[config.mk]
export PLATFORM = sky130hd
export DESIGN_NAME = lab3_seq_detector
export DESIGN_NICKNAME = d
export VERILOG_FILES = /design/src/rtl/lab3_seq_detector.sv
export SDC_FILE = /design/constraint.sdc
export NUM_CORES = 1
export LEC_CHECK = 0
export BUFFER_PORTS_ARGS = -buffer_cell sky130_fd_sc_hd__buf_2
export CORE_AREA = 2 2 39 41
export DETAILED_ROUTE_END_ITERATION = 8
export DIE_AREA = 0 0 41 43
export SETUP_SLACK_MARGIN = 0.1
export SYNTH_ARGS = -nofsm -noshare
export SYNTH_HDL_FRONTEND = slang
export SYNTH_SLANG_ARGS = --single-unit
[constraint.sdc]
create_clock -name clock -period 1.9 [get_ports clock]
set_input_delay 0.57 -clock clock [delete_from_list [all_inputs] [get_ports clock]]
set_output_delay 0.57 -clock clock [all_outputs]
set_load 0.01 [all_outputs]
[src/rtl/lab3_seq_detector.sv]
// Moore FSM that detects the serial pattern 1101 (overlapping allowed) and
// keeps a saturating, clearable count of how many times it was found.
module lab3_seq_detector #(
  parameter int CNT_W = 4
) (
  input  logic             clock,
  input  logic             reset_b,
  input  logic             din,
  input  logic             en,
  input  logic             cnt_clr,
  output logic             detect,
  output logic [CNT_W-1:0] count,
  output logic [2:0]       state
);

  typedef enum logic [2:0] {
    S0    = 3'd0,
    S1    = 3'd1,
    S11   = 3'd2,
    S110  = 3'd3,
    FOUND = 3'd4
  } state_t;

  localparam logic [CNT_W-1:0] CNT_MAX = {CNT_W{1'b1}};
  localparam logic [CNT_W-1:0] CNT_ONE = {{(CNT_W-1){1'b0}}, 1'b1};

  state_t           state_r;
  state_t           state_next_s;
  logic [CNT_W-1:0] count_r;
  logic             enter_found_s;

  // Next-state decode; unused encodings fall back to S0 even when en is low.
  always_comb begin
    state_next_s = S0;
    case (state_r)
      S0:      state_next_s = en ? (din ? S1    : S0)   : S0;
      S1:      state_next_s = en ? (din ? S11   : S0)   : S1;
      S11:     state_next_s = en ? (din ? S11   : S110) : S11;
      S110:    state_next_s = en ? (din ? FOUND : S0)   : S110;
      FOUND:   state_next_s = en ? (din ? S11   : S0)   : FOUND;
      default: state_next_s = S0;
    endcase
  end

  // A hold in FOUND with en low is not a new entry.
  always_comb begin
    if ((state_next_s == FOUND) && ((state_r != FOUND) || en)) begin
      enter_found_s = 1'b1;
    end else begin
      enter_found_s = 1'b0;
    end
  end

  // State register.
  always_ff @(posedge clock or negedge reset_b) begin
    if (!reset_b) begin
      state_r <= S0;
    end else begin
      state_r <= state_next_s;
    end
  end

  // Detection counter: clear beats a simultaneous entry, and it never wraps.
  always_ff @(posedge clock or negedge reset_b) begin
    if (!reset_b) begin
      count_r <= {CNT_W{1'b0}};
    end else if (cnt_clr) begin
      count_r <= {CNT_W{1'b0}};
    end else if (enter_found_s && (count_r != CNT_MAX)) begin
      count_r <= count_r + CNT_ONE;
    end else begin
      count_r <= count_r;
    end
  end

  assign detect = (state_r == FOUND);
  assign count  = count_r;
  assign state  = state_r;

endmodule

==> impl_metrics.toml <==
[outcome]
status = "complete, no violations"

[floorplanning]
start_util = 0.2920
rows = 14
num_io_pins = 13
coreArea_sq_um = 1384
die_y_um = 43
dieArea_sq_um = 1763
die_w_um = 41

[synth]
yosysTopAreaCellShare = 0.4334
synthCells = 40
ys_top_cells_by_area = "dfrtp_1, nand2b_1, mux2_1, nor2_1, ha_1"
ys_seq_elements = 7
synth_area_sq_um = 404.1
avgSynthCellArea_sq_um = 10.10
synth_area_leader_cell = "dfrtp_1"
ys_seq_area_frac = 0.4334
ys.flop_type = "dfrtp_1"
yosysUniqueCellTypes = 23
synth-edff-count = 0
ys_warn_count = 0
synth_common_cells = "dfrtp_1, nand2b_1, nor2_1"
synth_fp_nets = 46
yosysMostFrequentCell = "dfrtp_1"
synthArstFlopShare = 1.000

[placed_design]
detailed_place_hpwl_um = 625.2
place_congestion = 0.7529
preCtsSetupSlack_ps = 220.4
place_area_sq_um = 484.2
port_buffers = 12

[layout]
final_nets = 63
finalInstanceArea_sq_um = 510.5
nFillCells = 145
area_growth_pct = 26.32
drive_gt1_frac = 0.3571
antenna-diode-count = 0

[pwr]
power.total_uw = 490.4
peakVddDrop_uv = 425.8
powerDensity_nw_per_um2 = 960.6
p_leak_uw = 0.0002556

[setup_path]
setup.worst_path.class = "flip-flop to output pin"
slowest_delay_ps = 440
cp.arrival_ps = 1060
critPathRequiredTime_ps = 1330
critPathLaunchType = "flip-flop"
crit_chain = "nor2_1 -> nand2_1 -> inv_1 -> buf_2"
worst-path-buf-inv = 2
end_kind = "output pin"
cpLargestDelayFamily = "flip-flops"
cp_max_fo = 7
cp_slowest_cell = "dfrtp_1"

[clocking]
cts_tree = "built"
cts_setup_buffers = 0
h-tree-depth = 1
clock_path_buffers = 2
cts_hold_buf = 0
clk_latency_ps = 250
clock_sinks = 7
clkTransAtPathRegs_ps = 50
cts-root-buf = "clkbuf_4"
ctsResizeCount = 0
cts_made_buffers = 3

[sta]
fin_tns_setup_ps = 0
max_slew_margin = 0.8272
rsz0062_at_grt = "no"
fin_crit_sh = 0.8578
period_needed_ps = 1630
fmax_ghz = 0.6136
finalHoldViolCount = 0
hold-worst-slack_ps = 139.8
final_max_slew_viol_count = 0
worst_slack_ps = 270.2
finalSetupViolCount = 0
worstMarginPinSlew_ps = 257.0
fin_worst_skew_ps = 6.142

[drt]
ant_nets = 0
vias = 330
post-route-drc-count = 0
totalWireLength_um = 760
viasPerCell = 4.583
wl_per_cell_um = 10.56
first_pass_iters = 4
initialDrtViolationCount = 5

[grt]
grt_max_degree = 9
antenna_found_initial = 0
gr-usage-all-layers = 0.1118
overflow = 0
grt_pass1_vias = 303
grt_pass1_wl_um = 1283

[min_path]
min_path_type = "input pin to async pin"

[flow_run]
maxCapViolations = 0
[final timing paths]
path | start | to | slack (ps) | cells past startpoint
max | state[0] | detect | 270 | 4
min | reset_b | count[3] | 140 | 1
max reg2reg | count[0] | count[3] | 370 | 4
min reg2reg | state[2] | state[0] | 510 | 1
max in group asynchronous | reset_b | state[1] | 1600 | 1
min in group clock | state[2] | state[0] | 510 | 1
[flip-flops by register name, summed over array words and instances (netlist names)]
signal,count
count,4
state,3
[per-stage QoR]
stage          instances  utilization
2_1_floorplan         40            -
3_3_place_gp          68       0.3499
3_5_place_dp          68       0.3499
4_1_cts               72       0.3689
5_1_grt               72       0.3689
6_report              72       0.3689
[per-layer routing]
| layer | track usage | part of all wire |
|---|---|---|
| met1 | 0.1371 | 0.45 |
| met2 | 0.1594 | 0.53 |
| met3 | 0.01571 | 0.013 |
| met4 | 0.1000 | 0.0079 |
| met5 | 0 | 0 |
[cell usage in the layout (no fill, tap or decap), types with 2 or more instances in the layout]
| cell type | netlist | layout |
|---|---|---|
| buf_2 | 0 | 12 |
| dfrtp_1 | 7 | 7 |
| nor2_1 | 4 | 4 |
| nand2b_1 | 4 | 4 |
| inv_1 | 3 | 3 |
| clkbuf_4 | 0 | 3 |
| a21oi_1 | 2 | 2 |
| nor2b_1 | 2 | 2 |
| mux2_1 | 2 | 2 |
[area by class of cell]
class | count | area (sq um) | area share
clock buffers | 4 | 26.28 | 0.05147
inverters | 3 | 11.26 | 0.02206
multi-input cells | 30 | 217.7 | 0.4265
flip-flops and latches | 7 | 175.2 | 0.3431
well taps | 16 | 20.02 | 0.03922
repair buffers | 12 | 60.06 | 0.1176
[logic make-up (layout without fill, tap and decap cells)]
| family | Yosys count | in the layout | share of synthesized area |
|---|---|---|---|
| buffers and inverters | 3 | 19 | 0.02786 |
| xor gates and xnor gates | 1 | 1 | 0.02168 |
| muxes | 4 | 4 | 0.1084 |
| adders and majority gates | 1 | 1 | 0.03095 |
| and+or+nand+nor | 18 | 18 | 0.2786 |
| DFF | 7 | 7 | 0.4334 |
| AOI/OAI and AO/OA | 6 | 6 | 0.09910 |
[power breakdown]
group / internal [uW] / switching, uW
combinational: 69.9 / 77.6
clock: 79.9 / 51.3
sequential: 174 / 37.6
total: 324 / 166
(Power assumes the default switching activity.)
